## src/rtl/core_uart_rx.sv

```systemverilog
// UART receiver: 8N1 framing, 2-flop line synchronizer, mid-bit sampling,
// and a small receive FIFO with valid/ready drain.
//
// state   | meaning
// --------+-----------------------------------------------
// S_IDLE  | waiting for a high-to-low edge on the line
// S_START | counting half a bit, confirming the start bit
// S_DATA  | sampling 8 data bits, LSB first
// S_STOP  | sampling the stop bit
module core_uart_rx #(
  parameter int CLK_FREQ_HZ = 50_000_000,
  parameter int BAUD        = 115200,
  parameter int FIFO_DEPTH  = 4
) (
  input  logic                          clk_i,
  input  logic                          rst_i,
  input  logic                          rxd,
  output logic [7:0]                    rx_data_o,
  output logic                          rx_valid_o,
  input  logic                          rx_ready_i,
  output logic [$clog2(FIFO_DEPTH):0]   rx_count_o,
  output logic                          frame_err_o,
  output logic                          overrun_o
);

  localparam int DIV = CLK_FREQ_HZ / BAUD;
  localparam int CW  = (DIV > 2) ? $clog2(DIV) : 2;
  localparam int AW  = $clog2(FIFO_DEPTH);

  localparam logic [CW-1:0] DIV_M1  = CW'(DIV - 1);
  localparam logic [CW-1:0] HALF_M1 = CW'(DIV / 2 - 1);
  localparam logic [AW:0]   DEPTH_C = (AW + 1)'(FIFO_DEPTH);

  if (DIV < 4) begin : g_div_check
    $error("core_uart_rx: CLK_FREQ_HZ/BAUD must be at least 4");
  end

  if ((FIFO_DEPTH < 2) || ((FIFO_DEPTH & (FIFO_DEPTH - 1)) != 0)) begin : g_depth_check
    $error("core_uart_rx: FIFO_DEPTH must be a power of two, at least 2");
  end

  typedef enum logic [1:0] {
    S_IDLE  = 2'd0,
    S_START = 2'd1,
    S_DATA  = 2'd2,
    S_STOP  = 2'd3
  } state_t;

  state_t          state_q;
  state_t          state_d;

  logic [1:0]      sync_q;
  logic [1:0]      sync_fill_q;
  logic            prev_hi_q;
  logic            line;
  logic            falling;

  logic [CW-1:0]   cnt_q;
  logic [2:0]      bit_idx_q;
  logic [7:0]      shreg_q;
  logic            tick;

  logic            load_half;
  logic            sample;
  logic            shift_en;
  logic            push_set;
  logic            ferr_set;

  logic            push_q;
  logic [7:0]      push_data_q;

  logic [7:0]      mem [FIFO_DEPTH];
  logic [AW-1:0]   wr_ptr_q;
  logic [AW-1:0]   rd_ptr_q;
  logic [AW:0]     count_q;
  logic            full;
  logic            pop;
  logic            wr_en;

  // prev_hi_q only counts a high level once the synchronizer holds real
  // line samples, so the reset value of the flops never forms an edge.
  always_ff @(posedge clk_i or posedge rst_i) begin
    if (rst_i) begin
      sync_q      <= 2'b11;
      sync_fill_q <= 2'b00;
      prev_hi_q   <= 1'b0;
    end else begin
      sync_q      <= {sync_q[0], rxd};
      sync_fill_q <= {sync_fill_q[0], 1'b1};
      prev_hi_q   <= line & sync_fill_q[1];
    end
  end

  assign line    = sync_q[1];
  assign falling = prev_hi_q & ~line;
  assign tick    = (cnt_q == '0);

  always_ff @(posedge clk_i or posedge rst_i) begin
    if (rst_i) begin
      state_q <= S_IDLE;
    end else begin
      state_q <= state_d;
    end
  end

  always_comb begin
    state_d = state_q;
    case (state_q)
      S_IDLE:  if (falling) state_d = S_START;
      S_START: if (tick) state_d = line ? S_IDLE : S_DATA;
      S_DATA:  if (tick && (bit_idx_q == 3'd7)) state_d = S_STOP;
      S_STOP:  if (tick) state_d = S_IDLE;
      default: state_d = S_IDLE;
    endcase
  end

  always_comb begin
    load_half = 1'b0;
    sample    = 1'b0;
    shift_en  = 1'b0;
    push_set  = 1'b0;
    ferr_set  = 1'b0;
    case (state_q)
      S_IDLE:  load_half = falling;
      S_START: sample    = tick;
      S_DATA: begin
        sample   = tick;
        shift_en = tick;
      end
      S_STOP: begin
        sample   = tick;
        push_set = tick & line;
        ferr_set = tick & ~line;
      end
      default: ;
    endcase
  end

  // The bit timer reloads at every sample point so error never accumulates.
  always_ff @(posedge clk_i or posedge rst_i) begin
    if (rst_i) begin
      cnt_q       <= '0;
      bit_idx_q   <= 3'd0;
      shreg_q     <= 8'h00;
      push_q      <= 1'b0;
      push_data_q <= 8'h00;
      frame_err_o <= 1'b0;
    end else begin
      if (load_half) begin
        cnt_q <= HALF_M1;
      end else if (sample) begin
        cnt_q <= DIV_M1;
      end else if (state_q != S_IDLE) begin
        cnt_q <= cnt_q - CW'(1);
      end

      if (load_half) begin
        bit_idx_q <= 3'd0;
      end else if (shift_en) begin
        bit_idx_q <= bit_idx_q + 3'd1;
      end

      if (shift_en) begin
        shreg_q <= {line, shreg_q[7:1]};
      end

      push_q      <= push_set;
      frame_err_o <= ferr_set;
      if (push_set) begin
        push_data_q <= shreg_q;
      end
    end
  end

  assign full  = (count_q == DEPTH_C);
  assign pop   = rx_valid_o & rx_ready_i;
  // A full FIFO still accepts the byte when the head leaves in the same cycle.
  assign wr_en = push_q & (~full | pop);

  always_ff @(posedge clk_i) begin
    if (wr_en) begin
      mem[wr_ptr_q] <= push_data_q;
    end
  end

  always_ff @(posedge clk_i or posedge rst_i) begin
    if (rst_i) begin
      wr_ptr_q  <= '0;
      rd_ptr_q  <= '0;
      count_q   <= '0;
      overrun_o <= 1'b0;
    end else begin
      if (wr_en) begin
        wr_ptr_q <= wr_ptr_q + AW'(1);
      end
      if (pop) begin
        rd_ptr_q <= rd_ptr_q + AW'(1);
      end
      case ({wr_en, pop})
        2'b10:   count_q <= count_q + (AW + 1)'(1);
        2'b01:   count_q <= count_q - (AW + 1)'(1);
        default: count_q <= count_q;
      endcase
      overrun_o <= push_q & full & ~pop;
    end
  end

  assign rx_valid_o = (count_q != '0);
  assign rx_count_o = count_q;
  assign rx_data_o  = rx_valid_o ? mem[rd_ptr_q] : 8'h00;

endmodule

```

## config.mk

```make
export PLATFORM = sky130hd
export DESIGN_NAME = core_uart_rx
export DESIGN_NICKNAME = d
export VERILOG_FILES = /design/src/rtl/core_uart_rx.sv
export SDC_FILE = /design/constraint.sdc
export NUM_CORES = 1
export LEC_CHECK = 0
export ABC_AREA = 1
export CAP_MARGIN = 20
export CORE_MARGIN = 4
export CORE_UTILIZATION = 63
export CTS_CLUSTER_DIAMETER = 80
export DETAILED_ROUTE_END_ITERATION = 8
export GPL_TIMING_DRIVEN = 0
export PLACE_DENSITY = 0.79
export REMOVE_ABC_BUFFERS = 1
export SLEW_MARGIN = 20
export SYNTH_ARGS = -nofsm -noshare
export SYNTH_HDL_FRONTEND = slang
export SYNTH_SLANG_ARGS = --single-unit
```

## constraint.sdc

```tcl
create_clock -name clk_i -period 3.9 [get_ports clk_i]
set_input_delay 0.39 -clock clk_i [delete_from_list [all_inputs] [get_ports clk_i]]
set_output_delay 0.39 -clock clk_i [all_outputs]
set_load 0.02 [all_outputs]
```

# After elaboration in Yosys (flattened, before gate mapping)
# Memory sizes are Yosys's and may differ from the RTL's.
# Index checks and enable logic that the tools add are counted.
[totals] input_bits=4 mem_bits_rw=32 register_bits=45 memories=1
[op_classes] muxes=20 n_bitwise=12 n_reduce_logical=10 eq_ne=11 addsub=6
[memory_table] memory="mem" words=4 width=8 read_ports=1 rd_ports_with_merged_regs=0 wr=1 line="72" text="logic [7:0] mem [FIFO_DEPTH];"
[ops] op="$mux W9" n=3
[ops] op="$mux W2" n=5
[ops] op="$logic_not A9 Y1" n=1
[ops] op="$sub A9 B1 Y9 const B" n=1
[ops] op="$and A1 B1 Y1" n=8
[ops] op="$mux W8" n=1
[ops] op="$ne A2 B2 Y1 const B" n=4
[ops] op="$pmux W2 S4" n=1
[ops] op="$mux W1" n=7
[ops] op="$add A3 B1 Y3 const B" n=2
[ops] op="$eq A2 B2 Y1 const B" n=3
[ops] op="$eq A3 B3 Y1 const B" n=2
[ops] op="$mux W3" n=2
[ops] op="$pmux W3 S2" n=1
[ops] op="$reduce_bool A2 Y1" n=3
[ops] op="$reduce_bool A3 Y1" n=2
[ops] op="$add A2 B1 Y2 const B" n=2
[ops] op="$eq A2 B1 Y1 const B" n=2
[ops] op="$reduce_and A4 Y1" n=1
[ops] op="$not A1 Y1" n=3
[ops] op="$reduce_or A3 Y1" n=1
[ops] op="$sub A3 B1 Y3 const B" n=1
[ops] op="$logic_not A2 Y1" n=1
[ops] op="$logic_and A1 B1 Y1" n=1
[ops] op="$or A1 B1 Y1" n=1

# Logic depth before layout (Yosys ltp)
# Gate-level depths: netlist of the first run.
[depth] word_depth=6 ltp_mapped=9 ltp_nobuf=9

# Worst setup path before layout of the first run
# OpenSTA, ideal clock, no wires.
[synth_timing] path_kind="register -> register" startpoint="register count_q[0], in the netlist rx_count_o[0]" endpoint="memory mem[0][0] (enable)" period_less_slack_ps=1833 path_stages_with_launch=7 arrival_ps=1462 slack_ps=2067 path_buffers=0 cell_sequence="dfrtp_1 nor2_1 nand2_2 nand2_2 nand3_1 nand2_2 nor2_1"
[synth_via] elab_chain_len=6
[synth_lines] element="start, declared" line="75" text="logic [AW:0] count_q;"
[synth_lines] element="start signal, assigned" line="200" text="2'b10: count_q <= count_q + (AW + 1)'(1);"
[synth_lines] element="start signal, assigned" line="201" text="2'b01: count_q <= count_q - (AW + 1)'(1);"
[synth_lines] element="start signal, assigned" line="202" text="default: count_q <= count_q;"
[synth_lines] element="$reduce_bool A3 Y1" line="208" text="assign rx_valid_o = (count_q != '0);"
[synth_lines] element="via rx_valid_o" line="19" text="output logic rx_valid_o,"
[synth_lines] element="$and A1 B1 Y1" line="176" text="assign pop = rx_valid_o & rx_ready_i;"
[synth_lines] element="$or A1 B1 Y1" line="178" text="assign wr_en = push_q & (~full | pop);"
[synth_lines] element="$and A1 B1 Y1" line="178"
[synth_lines] element="$mux W1" line="181" text="if (wr_en) begin"
[synth_lines] element="$mux W1 (implied by the code)" line="182" text="mem[wr_ptr_q] <= push_data_q;"
[synth_lines] element="end, declared" line="72"
# The timed path passes the listed nets, and every way through them passes these cells.

# Final worst setup path of the first run
[layout_timing] startpoint="register rd_ptr_q[0]" endpoint="output rx_data_o[5]"
[layout_via] elab_chain_len=2
[layout_lines] element="start, declared" line="74" text="logic [AW-1:0] rd_ptr_q;"
[layout_lines] element="start signal, assigned" line="197" text="rd_ptr_q <= rd_ptr_q + AW'(1);"
[layout_lines] element="$mem_v2 Z4 W8"
[layout_lines] element="$mux W8" line="210" text="assign rx_data_o = rx_valid_o ? mem[rd_ptr_q] : 8'h00;"
[layout_lines] element="end, declared" line="18" text="output logic [7:0] rx_data_o,"
# No other way between the ends.

==> results of run 1 <==
worst max-delay path, delay by kind of cell (launching register included):
kind                   cells  cell delay (ns)
buffers and inverters      2             0.94
flip-flops                 1             0.60
AO/OA/AOI/OAI              2             0.33
logic make-up after synthesis:
logic type	Yosys count	synth area share, %
AOI/OAI and AO/OA	45	7.60
xor gates and xnor gates	5	1.30
and+or+nand+nor	154	20.4
adders and majority gates	8	3.19
other	1	0.111
DFF	77	61.9
buffers and inverters	47	5.56
sequential cells by signal (all words and copies together) (netlist names), 2 cells and up, named ones only:
name	count
cnt_q	9
mem	32
push_data_q	8
rx_count_o	3
sync_q	2
wr_ptr_q	2
rd_ptr_q	2
sync_fill_q	2
bit_idx_q	3
shreg_q	8
final timing paths:
path	startpoint	to	slack, ns	depth (start not counted)
max	rd_ptr_q[0]$_DFFE_PP0N_	rx_data_o[5]	1.31	4
min	rst_i	cnt_q[2]$_DFFE_PP0P_	0.29	2
max reg2reg	rx_count_o[0]$_DFFE_PP0P_	mem[2][3]$_DFFE_PP_	1.93	6
min reg2reg	sync_q[0]$_DFF_PP1_	sync_q[1]$_DFF_PP1_	0.36	0
max in group asynchronous	rst_i	sync_q[0]$_DFF_PP1_	3.09	3
min in group clk_i	sync_q[0]$_DFF_PP1_	sync_q[1]$_DFF_PP1_	0.36	0
cell usage in the layout (no fill, tap or decap), drive strengths merged, types with 2 or more instances in the layout:
cell type,synthesis,layout
xor2,4,4
nor3,2,2
dfstp,2,2
clkdlybuf4s50,0,17
a21oi,13,13
ha,7,7
clkbuf,1,11
inv,42,42
clkinv,0,4
dfrtp,43,43
nand3,21,21
nand2,70,70
nor2,57,57
o21ai,29,29
edfxtp,32,32
o22ai,2,2
nand4,4,4
power breakdown:
group	switching (mW)	internal (mW)
clock network	0.268	0.244
registers	0.145	0.957
logic	0.552	0.372
total	0.965	1.57
per-layer routing:
metal  GRT usage (%)  vias to the layer above  wire [um]  part of all wire, %
li1                -                     1143          -                    -
met1            23.1                     1073       2500                   44
met2            34.2                       25       2900                   51
met3            6.43                        8        157                  2.8
met4            7.77                        0         95                  1.7
met5               0                        -          0                    0
area by class of cell:
cell class | count | area, um^2
Clock buffer | 11 | 141
Clock inverter | 5 | 27.5
Fill cell | 372 | 1350
Inverter | 42 | 158
Multi-Input combinational cell | 213 | 1100
Sequential cell | 77 | 2090
Tap cell | 70 | 87.6
Timing Repair Buffer | 18 | 190
through the flow:
step / hold WS (ns) / std cells / util [%]
4_1_cts: 0.285 / 436 / 73.8
3_5_place_dp: 0.348 / 420 / 70.5
3_3_place_gp: 0.332 / 419 / 70.1
2_1_floorplan: 0.331 / 332 / -
5_1_grt: 0.277 / 436 / 73.8
6_report: 0.292 / 436 / 73.8
==> qor.log, run 1 <==
INFO  run_status     result_of_the_run=finished, final reports clean
INFO  sta            layout_min_cycle_time=2.59ns
INFO  power          static-leakage-power=1.67nW
INFO  detailed_routing vias=2249
INFO  sta            report.final.setup_viol=0
INFO  logic_synthesis synth_edf_count=32
INFO  global_routing grt_max_degree=37
INFO  global_routing track_usage=19.9%
INFO  clock_network  cts.repair_timing.setup_buffer_count=0
INFO  critical_path  crit_path_top_delay_cell=clkdlybuf4s50_1
INFO  finish         post_route_cells_drive_above_1_share=11.2%
INFO  detailed_routing routed_wire_length_per_instance=13.0um
INFO  sta            drv_slew=0
INFO  clock_network  cts_tree=done
INFO  critical_path  critical-path-max-stage-delay=0.63ns
INFO  critical_path  crit_path_cell_trace=inv_2, o21ai_0, a21oi_1, clkdlybuf4s50_1
INFO  floorplan      ioPinCount=18
INFO  detailed_routing avgViaCountPerCell=5.16
INFO  power          total_power=2.54mW
INFO  floorplan      initial_core_util=65.7%
INFO  job            max_cap_viol_count=0
INFO  logic_synthesis ys_top_cells_by_count=nand2_1 (65), nor2_1 (52), dfrtp_1 (43), inv_1 (40), edfxtp_1 (32)
INFO  logic_synthesis synth-async-reset-ratio=58.4%
INFO  clock_network  cts_sinks=77
INFO  sta            tightest_slew=0.761ns
INFO  logic_synthesis synth.ff_latch_count=77
INFO  critical_path  timing.critical_path.fanout_max=18
INFO  floorplan      dieArea=0.00660mm^2
INFO  logic_synthesis most_frequently_used_cell_type_in_the_post_synthesis_netlist=nand2_1
INFO  logic_synthesis post_synth_instance_area=0.00338mm^2
INFO  critical_path  critPathCaptureType=primary output
INFO  clock_network  cts_hold_repair.buffers=0
INFO  detailed_routing drt_first_pass_iters=4
INFO  detailed_routing drc_errors=0
INFO  floorplan      chipHeight=81.2um
INFO  sta            timing.final.crit_share=66.4%
INFO  global_routing grt_pass1_wl=9600um
INFO  sta            rsz_0062_raised_after_global_routing=false
INFO  critical_path  critical_path_required=3.51ns
INFO  logic_synthesis post_synth_inst_count=337
INFO  floorplan      core-area=0.00514mm^2
INFO  global_routing grt_pass1_vias=2135
INFO  clock_network  worst_skew_pair.late_latency=0.33ns
INFO  floorplan      die_x=81.2um
INFO  sta            report.final.hold_viol_count=0
INFO  logic_synthesis ys_seq_area_share=61.9%
INFO  detailed_routing antenna_violating_nets_post_route=0
INFO  clock_network  ctsHtreeMaxLevel=3
INFO  logic_synthesis ys_types=30
INFO  clock_network  cts-root-buf=clkbuf_8
INFO  detailed_routing wirelength=5650um
INFO  critical_path  cp.arrival=2.20ns
INFO  sta            post-route-worst-setup-slack=1.31ns
INFO  power          vdd_drop_max=0.401mV
INFO  clock_network  clk_pin_slew=0.07ns
INFO  place          placed_cell_area=0.00362mm^2
INFO  finish         num_antenna_cells=0
INFO  clock_network  ctsLongestPathBuffers=2
INFO  global_routing grt_antenna_before_repair=0
INFO  logic_synthesis netlist.top_cell.by_area=dfrtp_1
INFO  place          buffer_ports.inserted=17
INFO  logic_synthesis synth.yosys.warnings=0
INFO  logic_synthesis netlist_top_cells_area=dfrtp_1 (32%), edfxtp_1 (28%), nand2_1 (7.2%), nor2_1 (5.8%), inv_1 (4.4%)
INFO  critical_path  cp-start-kind=flop
INFO  finish         finish.net_count=373
INFO  place          place_hpwl=3960um
INFO  min_path       worst_hold_path_type=input pin to asynchronous set/reset pin
INFO  sta            skew=0.00524ns
INFO  finish         layout-area-overhead-vs-synth=12.3%
INFO  floorplan      placement_rows=26
INFO  sta            totalNegativeSetupSlack=0ns
INFO  finish         final_non_filler_cell_area=0.00379mm^2
INFO  sta            slew_headroom=49.1%
INFO  logic_synthesis synth.avg_cell_area=10.0um^2
INFO  logic_synthesis ys_dominant_reg_cell=dfrtp_1
INFO  critical_path  critPathKind=flop to primary output
INFO  place          dp_slack=1.61ns
INFO  clock_network  tritoncts_buffer_count=9
INFO  sta            clock.fmax=386MHz
INFO  logic_synthesis area_share_of_the_leading_cell_type_in_the_synthesized_netlist=31.9%
INFO  detailed_routing drtIter0Drc=145
INFO  global_routing gr-total-overflow=0
INFO  power          power.density_cell_area=669mW/mm^2
INFO  clock_network  cts_resized=0
INFO  place          gp_congestion=0.805
(Power assumes the default switching activity.)
==> run 2: changes to the inputs <==
- CORE_UTILIZATION: 63 -> 53
- PLACE_DENSITY: 0.79 -> 0.71
- clock period: 3.9 -> 2.3 ns (I/O delays scaled with it)
==> run 2 against run 1 <==
Against the previous run:
- combinational power grew 74%
- flip-flop and latch count is the same
- setup slack lost 1.2 ns
- utilization shrank 9.5 points
- total power grew 80%
- die area grew 17%
- design area grew 2.7%
- register-to-register slack lost 1.6 ns
- critical endpoint unchanged
- largest cell class unchanged
- highest routed layer unchanged
==> qor.log, run 2 (synthesized netlist as in run 1, its figures left out) <==
INFO  critical_path  cp-start-kind=flop
INFO  detailed_routing vias=2265 [+0.71%]
INFO  global_routing grt_pass1_vias=2182 [+2.2%]
INFO  finish         biggestRegsByFlops=mem: 32 flops, cnt_q: 9 flops
INFO  place          gp_congestion=0.829 [+3.1%]
INFO  critical_path  rrSetupSlack=0.32ns [-1.61 ns]
INFO  floorplan      initial_core_util=55.7% [-10 points]
INFO  critical_path  reg2reg_from=rx_count_o[0]$_DFFE_PP0P_
INFO  power          vdd_drop_max=0.886mV [+120%]
INFO  finish         layout-area-overhead-vs-synth=15.4%
INFO  clock_network  ctsLongestPathBuffers=2 [unchanged]
INFO  global_routing track_usage=16.9% [-3.0 points]
INFO  finish         stdcell_count=444 [+1.8%]
INFO  detailed_routing drtIter0Drc=85 [-41%]
INFO  sta            slew_headroom=50.1% [+1.1 points]
INFO  clock_network  clk_pin_slew=0.07ns [about the same]
INFO  global_routing gr-total-overflow=0 [unchanged]
INFO  power          swShare=36.1% [-2.0 points]
INFO  finish         finish.net_count=376 [+0.80%]
INFO  finish         layout.filler_cells=493 [+33%]
INFO  power          total_power=4.57mW [+80%]
INFO  sta            tightest_slew=0.745ns [-0.0161 ns]
INFO  detailed_routing antenna_violating_nets_post_route=0 [unchanged]
INFO  floorplan      placement_rows=28 [+7.7%]
INFO  finish         largest_register_ffs=32 [unchanged]
INFO  critical_path  timing.critical_path.fanout_max=18 [unchanged]
INFO  finish         num_antenna_cells=0 [unchanged]
INFO  floorplan      ioPinCount=18 [unchanged]
INFO  critical_path  cp.arrival=1.97ns [-0.23 ns]
INFO  clock_network  ctsHtreeMaxLevel=3 [unchanged]
INFO  finish         largest_reg_by_ff_count=mem
INFO  min_path       worst_hold_path_type=input pin to asynchronous set/reset pin
INFO  detailed_routing routedLengthMet1=2650um [+6.0%]
INFO  detailed_routing drt_first_pass_iters=4 [unchanged]
INFO  power          portion_of_total_power_attributed_to_combinational_logic=35.3% [-1.1 points]
INFO  sta            layout_min_cycle_time=2.20ns
INFO  run_status     result_of_the_run=finished, final reports clean
INFO  clock_network  tritoncts_buffer_count=9 [unchanged]
INFO  sta            drv_slew=0 [unchanged]
INFO  floorplan      dieArea=0.00771mm^2 [+17%]
INFO  sta            report.final.hold_viol_count=0 [unchanged]
INFO  detailed_routing uppermost_layer_routed=met4
INFO  place          placed_cell_area=0.00363mm^2 [+0.17%]
INFO  power          power.density_cell_area=1170mW/mm^2 [+75%]
INFO  floorplan      die_x=87.8um [+8.1%]
INFO  critical_path  setup.worst_path.start=rd_ptr_q[0]$_DFFE_PP0N_
INFO  clock_network  cts_tree=done
INFO  global_routing grt_pass1_wl=9850um [+2.6%]
INFO  finish         multi_input_comb_area=0.00110mm^2 [unchanged]
INFO  global_routing grt_max_degree=30 [-19%]
INFO  detailed_routing avgViaCountPerCell=5.10 [-1.1%]
INFO  place          numPlacedInstances=425 [+1.2%]
INFO  sta            skew=0.00964ns [+0.00441 ns]
INFO  floorplan      core-area=0.00606mm^2 [+18%]
INFO  job            max_cap_viol_count=0 [unchanged]
INFO  detailed_routing drc_errors=0 [unchanged]
INFO  place          buffer_ports.inserted=17 [unchanged]
INFO  power          cell_int_power=2.92mW [+86%]
INFO  sta            timing.final.crit_share=95.9%
INFO  critical_path  critPathCaptureType=primary output
INFO  detailed_routing wirelength=5790um [+2.5%]
INFO  finish         final_common_cell=nand2_1
INFO  detailed_routing detailroute.wirelength.met3=186um [+18%]
INFO  sta            clock.fmax=454MHz
INFO  critical_path  critical_path_required=2.07ns [-1.44 ns]
INFO  sta            totalNegativeSetupSlack=0ns [unchanged]
INFO  global_routing grt_antenna_before_repair=0 [unchanged]
INFO  clock_network  cts_sinks=77 [unchanged]
INFO  finish         fin_util=64.3% [-9.5 points]
INFO  clock_network  worst_skew_pair.late_latency=0.34ns [about the same]
INFO  detailed_routing routed_wire_length_per_instance=13.0um [+0.65%]
INFO  finish         final_cell_mix=nand2_1 (65), nor2_1 (52), dfrtp_1 (41), inv_1 (38), edfxtp_1 (32)
INFO  power          clkPwrFrac=24.1% [+3.9 points]
INFO  critical_path  critPathKind=flop to primary output
INFO  power          static-leakage-power=1.75nW [+4.5%]
INFO  detailed_routing route.met2.wl=2860um [-1.2%]
INFO  finish         final_non_filler_cell_area=0.00390mm^2 [+2.7%]
INFO  finish         post_route_cells_drive_above_1_share=12.5% [+1.3 points]
INFO  floorplan      chipHeight=87.8um [+8.1%]
INFO  clock_network  cts-root-buf=clkbuf_8
INFO  finish         seq_cell_area=0.00209mm^2 [+0.24%]
INFO  power          p_sw=1.65mW [+71%]
INFO  place          place_hpwl=3940um [-0.45%]
INFO  power          power_frac_seq=40.7% [-2.7 points]
INFO  sta            report.final.setup_viol=0 [unchanged]
run 2: cell count changes in the layout (fill, tap and decap cells not counted), sizes merged:
cell / change
buf: +3
bufinv: +2
clkbuf: +1
clkdlybuf4s50: -6
clkinv: -3
clkinvlp: +1
dlymetal6s2s: +6
inv: -1
run 2: worst max-delay path: stages, from the launching register on:
cell             delay, ns
dfrtp_4               0.59
inv_4                 0.18
o21ai_0               0.12
a21oi_1               0.15
clkdlybuf4s50_1       0.61
run 2: layout make-up:
type	instances	area share [%]
clock inverters	4	1.86
multi-input cells	213	28.2
clock buffers	12	3.72
well taps	75	2.41
inverters	42	4.21
flip-flops and latches	77	53.7
repair buffers	21	5.84
run 2: metal layers:
layer,up-vias,track usage [%]
li1,1145,-
met1,1079,20.5
met2,33,28.8
met3,8,3.39
met4,0,8.37
met5,-,0
run 2: timing repair:
action,CTS,global route
setup endpoints to repair,8,8
resized for setup,3,8
hold buffers,0,0
buffers inserted,2,1
run 2: power by group through the flow:
stage,clock network (mW),logic [mW],registers [mW]
after global routing,1.20,1.81,1.89
final,1.10,1.61,1.86
after detailed placement,0,1.57,1.89
after CTS,1.13,1.63,1.85
after floorplan,0,1.04,1.86
after global placement,0,1.51,1.88
run 2: metrics by stage:
| stage | setup WS, ns | hold slack, ns |
|---|---|---|
| finish | 0.0952 | 0.193 |
| global route | -0.00103 | 0.213 |
| CTS | 0.00676 | 0.181 |
| detailed placement | 0.166 | 0.336 |
| global placement | 0.128 | 0.332 |
| floorplan | 0.467 | 0.234 |
run 2: final timing paths:
check | cells past startpoint | to
max | 4 | rx_data_o[5]
min | 2 | rx_count_o[2]$_DFFE_PP0P_
max reg2reg | 6 | mem[0][3]$_DFFE_PP_
min reg2reg | 0 | sync_fill_q[1]$_DFF_PP0_
max in group asynchronous | 3 | sync_q[0]$_DFF_PP1_
min in group clk_i | 1 | sync_q[0]$_DFF_PP1_
==> run 3: changes to the inputs <==
- CORE_MARGIN: 4 -> 2
- CORE_UTILIZATION: 53 -> 45
- GPL_TIMING_DRIVEN: 0 -> 1
- PLACE_DENSITY: 0.71 -> 0.61
==> run 3 against run 2 <==
Against the previous run:
- cell count rose by 6.1%
- setup slack better by 0.22 ns
- clock power down 11%
- maximum frequency rose by 11%
- global-route usage decreased by 1.5 points
- combinational power fell by 3%
- register-to-register slack better by 0.26 ns
==> qor.log, run 3 (synthesized netlist as in run 1, its figures left out) <==
INFO  run_status     result_of_the_run=finished, final reports clean
INFO  sta            drv_slew=0 [unchanged]
INFO  finish         largest_register_ffs=32 [unchanged]
INFO  detailed_routing avgViaCountPerCell=4.85 [-4.9%]
INFO  detailed_routing routed_wire_length_per_instance=12.3um [-5.9%]
INFO  sta            timing.final.crit_share=86.3% [-9.6 points]
INFO  global_routing grt_max_degree=38 [+27%]
INFO  sta            skew=0.0104ns [+0.000763 ns]
INFO  clock_network  cts-root-buf=clkbuf_8
INFO  finish         fin_util=54.1% [-10 points]
INFO  floorplan      dieArea=0.00821mm^2 [+6.5%]
INFO  finish         largest_reg_by_ff_count=mem
INFO  detailed_routing antenna_violating_nets_post_route=0 [unchanged]
INFO  critical_path  cp-start-kind=flop
INFO  detailed_routing wirelength=5780um [-0.19%]
INFO  place          place_hpwl=3960um [+0.37%]
INFO  floorplan      core-area=0.00725mm^2 [+20%]
INFO  critical_path  setup.worst_path.start=rx_count_o[0]$_DFFE_PP0P_
INFO  clock_network  cts_hold_repair.buffers=0 [unchanged]
INFO  clock_network  clk_pin_slew=0.09ns [+0.02 ns]
INFO  finish         final_cell_mix=nand2_1 (65), nor2_1 (52), dfrtp_1 (42), inv_1 (38), edfxtp_1 (32)
INFO  detailed_routing drtIter0Drc=109 [+28%]
INFO  place          buffer_ports.inserted=17 [unchanged]
INFO  critical_path  reg2reg_from=rx_count_o[0]$_DFFE_PP0P_
INFO  power          power.density_cell_area=1110mW/mm^2 [-4.9%]
INFO  floorplan      initial_core_util=46.6% [-9.2 points]
INFO  critical_path  critical_path_required=2.07ns [about the same]
INFO  floorplan      ioPinCount=18 [unchanged]
INFO  sta            rsz_0062_raised_after_global_routing=false
INFO  clock_network  tritoncts_buffer_count=9 [unchanged]
INFO  finish         biggestRegsByFlops=mem: 32 flops, cnt_q: 9 flops
INFO  global_routing grt_antenna_before_repair=0 [unchanged]
INFO  sta            clock.fmax=504MHz [+11%]
INFO  clock_network  ctsHtreeMaxLevel=3 [unchanged]
INFO  sta            report.final.hold_viol_count=0 [unchanged]
INFO  critical_path  timing.reg2reg.worst_path_depth=7 [+1]
INFO  detailed_routing vias=2285 [+0.88%]
INFO  finish         final_common_cell=nand2_1
INFO  clock_network  cts_sinks=77 [unchanged]
INFO  clock_network  worst_skew_pair.late_latency=0.35ns [about the same]
INFO  finish         layout.filler_cells=657 [+33%]
INFO  finish         layout-area-overhead-vs-synth=16.2%
INFO  sta            totalNegativeSetupSlack=0ns [unchanged]
INFO  finish         num_antenna_cells=0 [unchanged]
INFO  global_routing gr-total-overflow=0 [unchanged]
INFO  power          vdd_drop_max=0.476mV [-46%]
INFO  global_routing grt_pass1_wl=10100um [+2.2%]
INFO  min_path       worst_hold_path_type=input pin to asynchronous set/reset pin
INFO  floorplan      die_x=90.6um [+3.2%]
INFO  finish         post_route_cells_drive_above_1_share=13.4% [+0.97 points]
INFO  place          gp_congestion=0.765 [-7.8%]
INFO  detailed_routing drc_errors=0 [unchanged]
INFO  floorplan      placement_rows=31 [+11%]
INFO  critical_path  cp.arrival=1.76ns [-0.21 ns]
INFO  critical_path  regToRegEndpoint=mem[2][4]$_DFFE_PP_
INFO  clock_network  ctsLongestPathBuffers=2 [unchanged]
INFO  clock_network  cts_tree=done
INFO  sta            layout_min_cycle_time=1.99ns [-0.220 ns]
INFO  job            max_cap_viol_count=0 [unchanged]
INFO  critical_path  timing.critical_path.fanout_max=6 [-12]
INFO  global_routing track_usage=15.4% [-1.5 points]
INFO  critical_path  critPathCaptureType=primary output
INFO  power          static-leakage-power=1.77nW [+1.4%]
INFO  floorplan      chipHeight=90.6um [+3.2%]
INFO  critical_path  rrSetupSlack=0.58ns [+0.26 ns]
INFO  sta            report.final.setup_viol=0 [unchanged]
INFO  critical_path  critPathKind=flop to primary output
INFO  detailed_routing drt_first_pass_iters=4 [unchanged]
INFO  finish         finish.net_count=379 [+0.80%]
INFO  global_routing grt_pass1_vias=2205 [+1.1%]
==> run 3: cell types whose count changed in the layout (fill, tap and decap cells not counted) <==
| cell | previous run | this run |
|---|---|---|
| dlymetal6s2s_1 | 6 | 8 |
| clkbuf_8 | 10 | 9 |
| inv_6 | 0 | 3 |
| clkbuf_1 | 2 | 0 |
| dfrtp_4 | 1 | 0 |
| clkinv_2 | 1 | 0 |
| buf_4 | 3 | 6 |
| clkdlybuf4s50_1 | 11 | 9 |
| inv_8 | 0 | 2 |
| dfrtp_1 | 41 | 42 |
| clkinv_4 | 0 | 1 |
| bufinv_16 | 2 | 0 |
==> run 3: worst max-delay path by stage <==
stage / to / depth (start not counted) / slack (ns)
after floorplan: mem[0][0]$_DFFE_PP_ / 6 / 0.47
after global placement: rx_data_o[2] / 4 / 0.34
final: rx_valid_o / 3 / 0.31
after detailed placement: rx_data_o[0] / 4 / 0.30
after global routing: rx_data_o[1] / 6 / 0.18
after CTS: rx_data_o[0] / 5 / 0.01
==> run 3: final cells by class <==
cell class | count | area [um^2] | share of cell area (%)
Clock inverter | 7 | 65.1 | 1.66
Clock buffer | 9 | 124 | 3.16
Inverter | 42 | 164 | 4.18
Timing Repair Buffer | 24 | 255 | 6.51
Tap cell | 99 | 124 | 3.16
Sequential cell | 77 | 2090 | 53.3
Multi-Input combinational cell | 213 | 1100 | 28.0
==> run 3: report_power, final <==
part	switching, mW	leakage (nW)	internal (mW)	total [mW]
registers	0.214	0.833	1.62	1.84
clock network	0.559	0.0947	0.420	0.979
logic	0.927	0.842	0.629	1.56
total	1.70	1.77	2.67	4.37
==> run 3: repair_timing <==
item / 4_1_cts / 5_1_grt
buffers inserted: 0 / 1
endpoints found under the setup margin: 8 / 8
gates resized for setup: 2 / 9
==> run 3: critical path, cell delays in order (launching register included) <==
cell	delay, ns
dfrtp_1	0.43
nor2_1	0.23
nand2_2	0.17
clkdlybuf4s50_1	0.57
==> run 3: metal layers <==
layer | vias up | track usage [%] | wire [um]
met5 | - | 0 | 0
li1 | 1153 | - | -
met4 | 0 | 6.92 | 68
met2 | 36 | 25.1 | 2760
met1 | 1090 | 20.0 | 2810
met3 | 6 | 3.09 | 144
==> run 3: through the flow <==
| step | instances | cell area, um^2 | hold WS [ns] | power, mW | worst slack (ns) |
|---|---|---|---|---|---|
| after CTS | 470 | 3890 | 0.0908 | 4.44 | 0.0115 |
| after global placement | 454 | 3700 | 0.334 | 3.40 | 0.341 |
| after floorplan | 332 | 3350 | 0.234 | 2.90 | 0.467 |
| after detailed placement | 454 | 3700 | 0.336 | 3.44 | 0.304 |
| final | 471 | 3920 | 0.100 | 4.37 | 0.315 |
| after global routing | 471 | 3920 | 0.121 | 4.72 | 0.182 |
